[config.mk]
export PLATFORM = sky130hd
export DESIGN_NAME = valid_ctrl_flat
export DESIGN_NICKNAME = d
export VERILOG_FILES = /design/src/rtl/valid_ctrl_pkg.sv /design/src/rtl/valid_ctrl_if.sv /design/src/rtl/valid_ctrl.sv /design/src/flat_wrapper.sv
export SDC_FILE = /design/constraint.sdc
export NUM_CORES = 1
export LEC_CHECK = 0
export CAP_MARGIN = 25
export CORE_MARGIN = 3
export CORE_UTILIZATION = 42
export DETAILED_ROUTE_END_ITERATION = 7
export PLACE_DENSITY_LB_ADDON = 0.05
export SLEW_MARGIN = 20
export SYNTH_ARGS = -nofsm -noshare
export SYNTH_HDL_FRONTEND = slang
export SYNTH_SLANG_ARGS = --single-unit
[constraint.sdc]
create_clock -name clk -period 3.65 [get_ports clk]
set_clock_uncertainty 0.05 [all_clocks]
set_input_delay 0.365 -clock clk [delete_from_list [all_inputs] [get_ports clk]]
set_output_delay 0.365 -clock clk [all_outputs]
set_load 0.02 [all_outputs]
[src/rtl/valid_ctrl_pkg.sv]
// valid_ctrl_pkg
// Shared definitions for the cache valid-table controller: index width and
// depth defaults, FSM state encodings and a small state-class helper.
// The state encodings live as macros so other cache blocks that decode the
// controller state can use the same values.
// Build option: CACHE_VALID_INIT_SWEEP_EN (consumed by valid_ctrl).

`ifndef CACHE_INDEX_AW
`define CACHE_INDEX_AW 8
`endif

`ifndef CACHE_DEPTH
`define CACHE_DEPTH 256
`endif

`ifndef VC_ST_INIT
`define VC_ST_INIT  2'd0
`define VC_ST_IDLE  2'd1
`define VC_ST_FLUSH 2'd2
`endif

package valid_ctrl_pkg;

    localparam int VC_INDEX_AW = `CACHE_INDEX_AW;
    localparam int VC_DEPTH    = `CACHE_DEPTH;

    typedef enum logic [1:0] {
        VC_INIT  = `VC_ST_INIT,
        VC_IDLE  = `VC_ST_IDLE,
        VC_FLUSH = `VC_ST_FLUSH
    } vc_state_e;

    // INIT and FLUSH both own the table port and clear one entry per cycle.
    function automatic logic vc_is_sweep(input vc_state_e st);
        return (st == VC_INIT) || (st == VC_FLUSH);
    endfunction

endpackage

[src/rtl/valid_ctrl_if.sv]
// valid_ctrl_if
// Client-side bundle of the valid-table controller: flush handshake,
// fill / invalidate write requests and the tag-lookup request/response.
// Modports:
//   master - the cache core / refill side driving requests
//   slave  - valid_ctrl
// Parameter INDEX_AW: cache index width.

interface valid_ctrl_if
    import valid_ctrl_pkg::*;
#(
    parameter int INDEX_AW = VC_INDEX_AW
);

    logic                flush_req_i;
    logic                flush_done_o;
    logic                ready_o;
    logic                fill_en_i;
    logic [INDEX_AW-1:0] fill_index_i;
    logic                inv_en_i;
    logic [INDEX_AW-1:0] inv_index_i;
    logic                lkp_en_i;
    logic [INDEX_AW-1:0] lkp_index_i;
    logic                lkp_ready_o;
    logic                lkp_vld_o;
    logic                hit_valid_o;

    modport master (
        output flush_req_i, fill_en_i, fill_index_i, inv_en_i, inv_index_i,
               lkp_en_i, lkp_index_i,
        input  flush_done_o, ready_o, lkp_ready_o, lkp_vld_o, hit_valid_o
    );

    modport slave (
        input  flush_req_i, fill_en_i, fill_index_i, inv_en_i, inv_index_i,
               lkp_en_i, lkp_index_i,
        output flush_done_o, ready_o, lkp_ready_o, lkp_vld_o, hit_valid_o
    );

endinterface

[src/rtl/valid_ctrl.sv]
// valid_ctrl
// Owns the single index/write port of the per-index cache valid table and
// arbitrates the reset clear sweep, flush-all, fill set-valid and
// single-line invalidate onto it. Serves tag lookups with the valid bit one
// cycle after acceptance (the table read is registered).
//
// Ports:
//   clk, rst_n      clock, asynchronous active-low reset
//   bus (slave)     flush handshake, fill/inv requests, lookup req/resp
//   vt_index_o      valid-table index
//   vt_wr_en_o      valid-table write enable
//   vt_wr_valid_o   valid-table write data
//   vt_rd_valid_i   valid-table registered read data
//
// Build option CACHE_VALID_INIT_SWEEP_EN: when defined, reset enters INIT and
// clears every entry; when undefined, the table is assumed preloaded and
// reset enters IDLE directly.
//
// state | meaning
// ------+------------------------------------------------------------
// INIT  | post-reset clear sweep, one entry per cycle, then IDLE
// IDLE  | serve fill > inv > lookup; flush_req_i starts FLUSH
// FLUSH | flush-all clear sweep; flush_done_o on the last write

module valid_ctrl
    import valid_ctrl_pkg::*;
#(
    parameter int INDEX_AW = VC_INDEX_AW,
    parameter int DEPTH    = VC_DEPTH
) (
    input  logic                clk,
    input  logic                rst_n,
    valid_ctrl_if.slave         bus,
    output logic [INDEX_AW-1:0] vt_index_o,
    output logic                vt_wr_en_o,
    output logic                vt_wr_valid_o,
    input  logic                vt_rd_valid_i
);

`ifdef CACHE_VALID_INIT_SWEEP_EN
    localparam vc_state_e RESET_STATE = VC_INIT;
`else
    localparam vc_state_e RESET_STATE = VC_IDLE;
`endif

    localparam logic [INDEX_AW-1:0] LAST_INDEX = INDEX_AW'(DEPTH - 1);

    vc_state_e           state;
    logic [INDEX_AW-1:0] cnt;
    logic                lkp_vld_q;

    logic sweeping;
    logic idle;
    logic cnt_last;
    logic fill_go;
    logic inv_go;
    logic lkp_go;

    assign sweeping = vc_is_sweep(state);
    assign idle     = (state == VC_IDLE);
    assign cnt_last = (cnt == LAST_INDEX);

    // Fixed priority in IDLE: fill, then invalidate, then lookup.
    assign fill_go = idle & bus.fill_en_i;
    assign inv_go  = idle & bus.inv_en_i & ~bus.fill_en_i;
    assign lkp_go  = idle & bus.lkp_en_i & ~bus.fill_en_i & ~bus.inv_en_i;

    // Write enable is qualified with rst_n so the table sees no write while
    // reset is held, even though INIT is the reset state.
    always_comb begin
        vt_wr_en_o    = 1'b0;
        vt_wr_valid_o = 1'b0;
        vt_index_o    = bus.lkp_index_i;
        if (sweeping) begin
            vt_wr_en_o = rst_n;
            vt_index_o = cnt;
        end else if (fill_go) begin
            vt_wr_en_o    = rst_n;
            vt_wr_valid_o = 1'b1;
            vt_index_o    = bus.fill_index_i;
        end else if (inv_go) begin
            vt_wr_en_o = rst_n;
            vt_index_o = bus.inv_index_i;
        end
    end

    always_ff @(posedge clk or negedge rst_n) begin
        if (!rst_n) begin
            state     <= RESET_STATE;
            cnt       <= '0;
            lkp_vld_q <= 1'b0;
        end else begin
            lkp_vld_q <= lkp_go;
            case (state)
`ifdef CACHE_VALID_INIT_SWEEP_EN
                VC_INIT,
`endif
                VC_FLUSH: begin
                    cnt <= cnt_last ? '0 : cnt + INDEX_AW'(1);
                    if (cnt_last) begin
                        state <= VC_IDLE;
                    end
                end
                VC_IDLE: begin
                    // A fill/inv accepted this cycle still writes; the sweep
                    // that follows clears it again.
                    if (bus.flush_req_i) begin
                        state <= VC_FLUSH;
                    end
                end
                default: begin
                    state <= RESET_STATE;
                    cnt   <= '0;
                end
            endcase
        end
    end

    assign bus.ready_o      = idle;
    assign bus.lkp_ready_o  = lkp_go;
    assign bus.lkp_vld_o    = lkp_vld_q;
    assign bus.hit_valid_o  = lkp_vld_q & vt_rd_valid_i;
    assign bus.flush_done_o = (state == VC_FLUSH) & cnt_last;

endmodule
[src/flat_wrapper.sv]
// flat-port wrapper written by rule: the top's interface ports become plain ports
module valid_ctrl_flat import valid_ctrl_pkg::*;
#(
    parameter int INDEX_AW = VC_INDEX_AW,
    parameter int DEPTH    = VC_DEPTH
)
  (clk, rst_n, vt_index_o, vt_wr_en_o, vt_wr_valid_o, vt_rd_valid_i, bus_flush_req_i, bus_fill_en_i, bus_fill_index_i, bus_inv_en_i, bus_inv_index_i, bus_lkp_en_i, bus_lkp_index_i, bus_flush_done_o, bus_ready_o, bus_lkp_ready_o, bus_lkp_vld_o, bus_hit_valid_o);
  valid_ctrl_if #(.INDEX_AW(INDEX_AW)) bus_i ();
  input  logic clk;
  input  logic rst_n;
  output logic [INDEX_AW-1:0] vt_index_o;
  output logic vt_wr_en_o;
  output logic vt_wr_valid_o;
  input  logic vt_rd_valid_i;
  input wire logic [$bits(bus_i.flush_req_i)-1:0] bus_flush_req_i;
  input wire logic [$bits(bus_i.fill_en_i)-1:0] bus_fill_en_i;
  input wire logic [$bits(bus_i.fill_index_i)-1:0] bus_fill_index_i;
  input wire logic [$bits(bus_i.inv_en_i)-1:0] bus_inv_en_i;
  input wire logic [$bits(bus_i.inv_index_i)-1:0] bus_inv_index_i;
  input wire logic [$bits(bus_i.lkp_en_i)-1:0] bus_lkp_en_i;
  input wire logic [$bits(bus_i.lkp_index_i)-1:0] bus_lkp_index_i;
  output wire logic [$bits(bus_i.flush_done_o)-1:0] bus_flush_done_o;
  output wire logic [$bits(bus_i.ready_o)-1:0] bus_ready_o;
  output wire logic [$bits(bus_i.lkp_ready_o)-1:0] bus_lkp_ready_o;
  output wire logic [$bits(bus_i.lkp_vld_o)-1:0] bus_lkp_vld_o;
  output wire logic [$bits(bus_i.hit_valid_o)-1:0] bus_hit_valid_o;
  assign bus_i.flush_req_i = bus_flush_req_i;
  assign bus_i.fill_en_i = bus_fill_en_i;
  assign bus_i.fill_index_i = bus_fill_index_i;
  assign bus_i.inv_en_i = bus_inv_en_i;
  assign bus_i.inv_index_i = bus_inv_index_i;
  assign bus_i.lkp_en_i = bus_lkp_en_i;
  assign bus_i.lkp_index_i = bus_lkp_index_i;
  assign bus_flush_done_o = bus_i.flush_done_o;
  assign bus_ready_o = bus_i.ready_o;
  assign bus_lkp_ready_o = bus_i.lkp_ready_o;
  assign bus_lkp_vld_o = bus_i.lkp_vld_o;
  assign bus_hit_valid_o = bus_i.hit_valid_o;
  valid_ctrl #(.INDEX_AW(INDEX_AW), .DEPTH(DEPTH)) u_core (.clk(clk), .rst_n(rst_n), .bus(bus_i), .vt_index_o(vt_index_o), .vt_wr_en_o(vt_wr_en_o), .vt_wr_valid_o(vt_wr_valid_o), .vt_rd_valid_i(vt_rd_valid_i));
endmodule
Word level (Yosys, flattened, before mapping)
Cells that the tools add are included.
- register bits: 11
- latch bits: 0
- bits in writable memories: 0
- bits in read-only memories: 0
- input port bits: 31
- output and inout bits: 15
- logic and storage cells: 35
- memories kept: 0
- add/subtract/negate cells: 1
- $mul: 0
- divide/modulo/power cells: 0
- order comparisons: 0
- equality and inequality tests: 5
- shift operators: 0
- multiplexer cells: 13
- bitwise gates (word level): 10
- reduce and logical (&&, ||, !) cells: 3
- operators by type and width (kind ; number):
    8-bit 2-to-1 mux ; 4
    8-bit one-hot mux with 2 select lines ; 1
    8-bit by 1-bit adder with 8-bit output (second input constant) ; 1
    1-bit AND ; 8
    8-bit equality test (second input constant) ; 1
    1-bit 2-to-1 mux ; 5
    2-bit 2-to-1 mux ; 2
    2-bit one-hot mux with 2 select lines ; 1
    2-bit by 1-bit equality test with 1-bit output (second input constant) ; 1
    2-bit equality test (second input constant) ; 1
    2-bit zero test ; 1
    2-bit by 1-bit != test with 1-bit output (second input constant) ; 1
    2-bit != test (second input constant) ; 1
    1-bit inverter ; 2
    2-bit AND reduction ; 1
    1-bit logical OR ; 1

Longest topological paths before layout
- depth after elaboration: 6
- gate-level depth with buffers: 4
- depth with buffers taken out: 4

Worst setup path after synthesis
No wires, ideal clock.
- kind: register to output
- start point: register u_core.state[0]
- end point: output port bus_lkp_ready_o
- data arrival time: 1.442 ns
- required time: 3.235 ns
- setup slack: 1.793 ns
- cell stages (with the launch flop): 4
- buffers on the path: 1
- cells stage by stage: dfstp_2 nor2b_1 clkbuf_1 and3_1
- word-level cells in the longest chain between the ends: 4
- RTL lines (item ; RTL line ; text):
    from (decl) ; valid_ctrl.sv:48 ; vc_state_e state;
    from (signal assigned) ; valid_ctrl.sv:89 ; state <= RESET_STATE;
    from (signal assigned) ; valid_ctrl.sv:101 ; state <= VC_IDLE;
    from (signal assigned) ; valid_ctrl.sv:108 ; state <= VC_FLUSH;
    2-bit by 1-bit equality test with 1-bit output ; valid_ctrl.sv:60 ; assign idle = (state == VC_IDLE);
    net bus_ready_o ; flat_wrapper.sv:23 ; output wire logic [$bits(bus_i.ready_o)-1:0] bus_ready_o;
    1-bit AND (3 in series) ; valid_ctrl.sv:66 ; assign lkp_go = idle & bus.lkp_en_i & ~bus.fill_en_i & ~bus.inv_en_i;
    to (decl) ; flat_wrapper.sv:24 ; output wire logic [$bits(bus_i.lkp_ready_o)-1:0] bus_lkp_ready_o;
The timed path passes the listed nets, and every way through them passes these cells.

Worst setup path in the final report
- start point: input port bus_inv_en_i
- end point: output port vt_index_o[4]
- word-level cells in the longest chain between the ends: 5
- RTL lines (item ; RTL line ; text):
    from (decl) ; flat_wrapper.sv:18 ; input wire logic [$bits(bus_i.inv_en_i)-1:0] bus_inv_en_i;
    1-bit AND (2 in series) ; valid_ctrl.sv:65 ; assign inv_go = idle & bus.inv_en_i & ~bus.fill_en_i;
    8-bit 2-to-1 mux ; valid_ctrl.sv:81 ; end else if (inv_go) begin
    8-bit 2-to-1 mux ; valid_ctrl.sv:77 ; end else if (fill_go) begin
    8-bit 2-to-1 mux ; valid_ctrl.sv:74 ; if (sweeping) begin
    to (decl) ; flat_wrapper.sv:11 ; output logic [INDEX_AW-1:0] vt_index_o;
No other way between the ends.

==> out/results.ini <==
[floorplanning]
top_level_ports=46
die_w_um=51.70
die_area_um2=2673
core_area_um2=1839
start_util_pct=47.69
fp-row-count=15
die_h_um=51.70

[place]
port_buffers=45
place_ws_ps=810.3
dp_cells=177
globalplace.congestion=0.8034
place_hpwl_um=2148
place_area_um2=1340

[setup_path]
path_delay_family=buffers and inverters
rrSetupSlack_ps=1950
crit_path_max_fanout=11
path_cells=clkdlybuf4s50_1 > nor2b_1 > a21oi_1 > o22ai_1 > clkdlybuf4s50_1
ff2ff_path_depth=3
slowest_stage=clkdlybuf4s50_1
start_kind=input pin
cp.required_ps=3230
crit_type=in -> out
crit_path_max_incr_delay_ps=680
worstReg2RegEnd=u_core.cnt[5]
cp_common_cell=clkdlybuf4s50_1
cp.arrival_ps=2420
rr_startpoint=u_core.state[1]
critPathCaptureType=output port
crit_buf_inv=2

[yosys]
ys_ff_latch=11
ys_seq_area_share_pct=31.53
synth-edff-count=0
synth_fp_nets=144
synth_cells=112
synth_cell_type_count=32
yosys_warnings=0
netlist_area_um2=877.1
async_flop_share_pct=100.0
synth_flop_cell=dfrtp_1
avgSynthCellArea_um2=7.831

[drt]
wire_per_inst_um=15.43
dr_total_vias=1029
drtAntennaViolNets=0
wl_um=2792
remaining_drc_errors=0
drt_pass1_iterations=4
routed_via_density=5.685
drt-initial-drc-count=35

[clocking]
htreeDepth=1
numCtsBuffers=3
clk_pin_slew_ps=80
cts_buffer_depth=2
cts_root_buf=clkbuf_4
cts_sinks=11
cts_tree=yes
cts_hold_buf=0
cts.repair.resized=0
clkLatencyLatePin_ps=280
cts_setup_buffers=0

[worst_hold_path]
min_path_type=in -> async

[cells_and_area]
finalNonFillerCells=181
finish.utilization_pct=74.35
multiInputGateArea_um2=555.5
seq_area_um2=276.5
design_area_um2=1368
drive_gt1_share_pct=5.128
fin_nets=189
final.fill_count=160
area_delta_synth_final_pct=55.92
antenna_cells=0

[sta]
tightestPinTransition_ps=546.7
fin_crit_ps=2832
hold_slack_ps=369.5
setup_viol=0
finalMaxSlewViolations=0
final-hold-violation-count=0
rsz0062_at_grt=false
max_slew_margin_pct=63.48
min_period_over_period_pct=77.59
clock.fmax_mhz=353.1
fin_ws_ps=818.1
finalSetupTns_ps=0

[grt]
overflow=0
grt_first_pass_wirelength_um=4754
antenna_found_initial=0
grt_pass1_vias=973
grt_max_degree=15
track_usage_pct=23.62

[power]
max-vdd-ir-drop_v=0.0002187
p_per_area_nw_per_um2=186.1
power_mw=0.2545
leakagePower_nw=0.5000

[flow_run]
max_cap_violations=0

[outcome]
outcome=finished, final reports clean

cell type report:
cell class / count / area share (%)
Clock buffer: 3 / 1.647
Tap cell: 25 / 2.287
Multi-Input combinational cell: 90 / 40.62
Timing Repair Buffer: 46 / 33.49
Sequential cell: 11 / 20.22
Clock inverter: 1 / 0.3660
Inverter: 5 / 1.372
per-layer routing:
layer / vias up / GRT usage [%] / wire length (µm) / part of all wire (%)
li1: 509 / - / - / -
met1: 474 / 30.81 / 1197 / 43
met2: 41 / 38.77 / 1309 / 47
met3: 5 / 5.731 / 251 / 9.0
met4: 0 / 6.550 / 33 / 1.2
met5: - / 0 / 0 / 0
sequential cells by signal, summed over array words and instances (netlist names):
register,count
u_core.state,2
u_core.cnt,8
u_core.bus.lkp_vld_o,1
cells by family (layout without fill, tap and decap cells):
kind of cell | count (synthesis) | in the layout | synth area share [%]
compound gates | 38 | 38 | 29.39
flops | 11 | 11 | 31.53
xor+xnor | 1 | 1 | 0.9988
buf+inv | 11 | 55 | 5.134
fa+ha+maj | 1 | 1 | 1.426
simple gates | 50 | 50 | 31.53
layout by cell type, fill, tap and decap left out, drive strengths merged, types with 3 or more instances in the layout:
master / instances
a21oi: 7
a221oi: 8
and2: 4
clkbuf: 3
clkdlybuf4s50: 45
dfrtp: 10
inv: 4
nand2: 10
nand2b: 3
nand3: 5
nor2: 9
nor2b: 10
o211ai: 3
o21ai: 6
o21bai: 3
o22ai: 7
power breakdown:
| group | total (mW) | internal [mW] | switching, mW | leakage, nW |
|---|---|---|---|---|
| Combinational | 0.0472 | 0.0334 | 0.0138 | 0.352 |
| Sequential | 0.122 | 0.122 | 0 | 0.130 |
| Clock | 0.0855 | 0.0407 | 0.0448 | 0.0177 |
| Total | 0.254 | 0.196 | 0.0586 | 0.500 |
synth_stat cells (2+ instances only):
cell      number  area share [%]
a21oi_1        7             4.0
a221oi_1       8             8.0
and2_1         4             2.9
buf_2          3             1.7
clkbuf_1       3             1.3
dfrtp_1       10              29
inv_1          4             1.7
nand2_1       10             4.3
nand2b_1       3             2.1
nand3_1        5             2.9
nor2_1         9             3.9
nor2b_1       10             7.1
o211ai_1       3             2.6
o21ai_0        6             3.4
o21bai_1       3             2.6
o22ai_1        7             5.0
or4_1          2             1.7
worst max-delay path by stage:
stage,start,endpoint,cells after the start
detailed placement,bus_inv_en_i,vt_index_o[4],5
global placement,bus_inv_en_i,vt_index_o[7],5
global route,bus_inv_en_i,vt_index_o[4],5
finish,bus_inv_en_i,vt_index_o[4],5
floorplan,u_core.state[0],bus_lkp_ready_o,3
CTS,bus_inv_en_i,vt_index_o[4],5
Power figures use the tool's default switching activity.
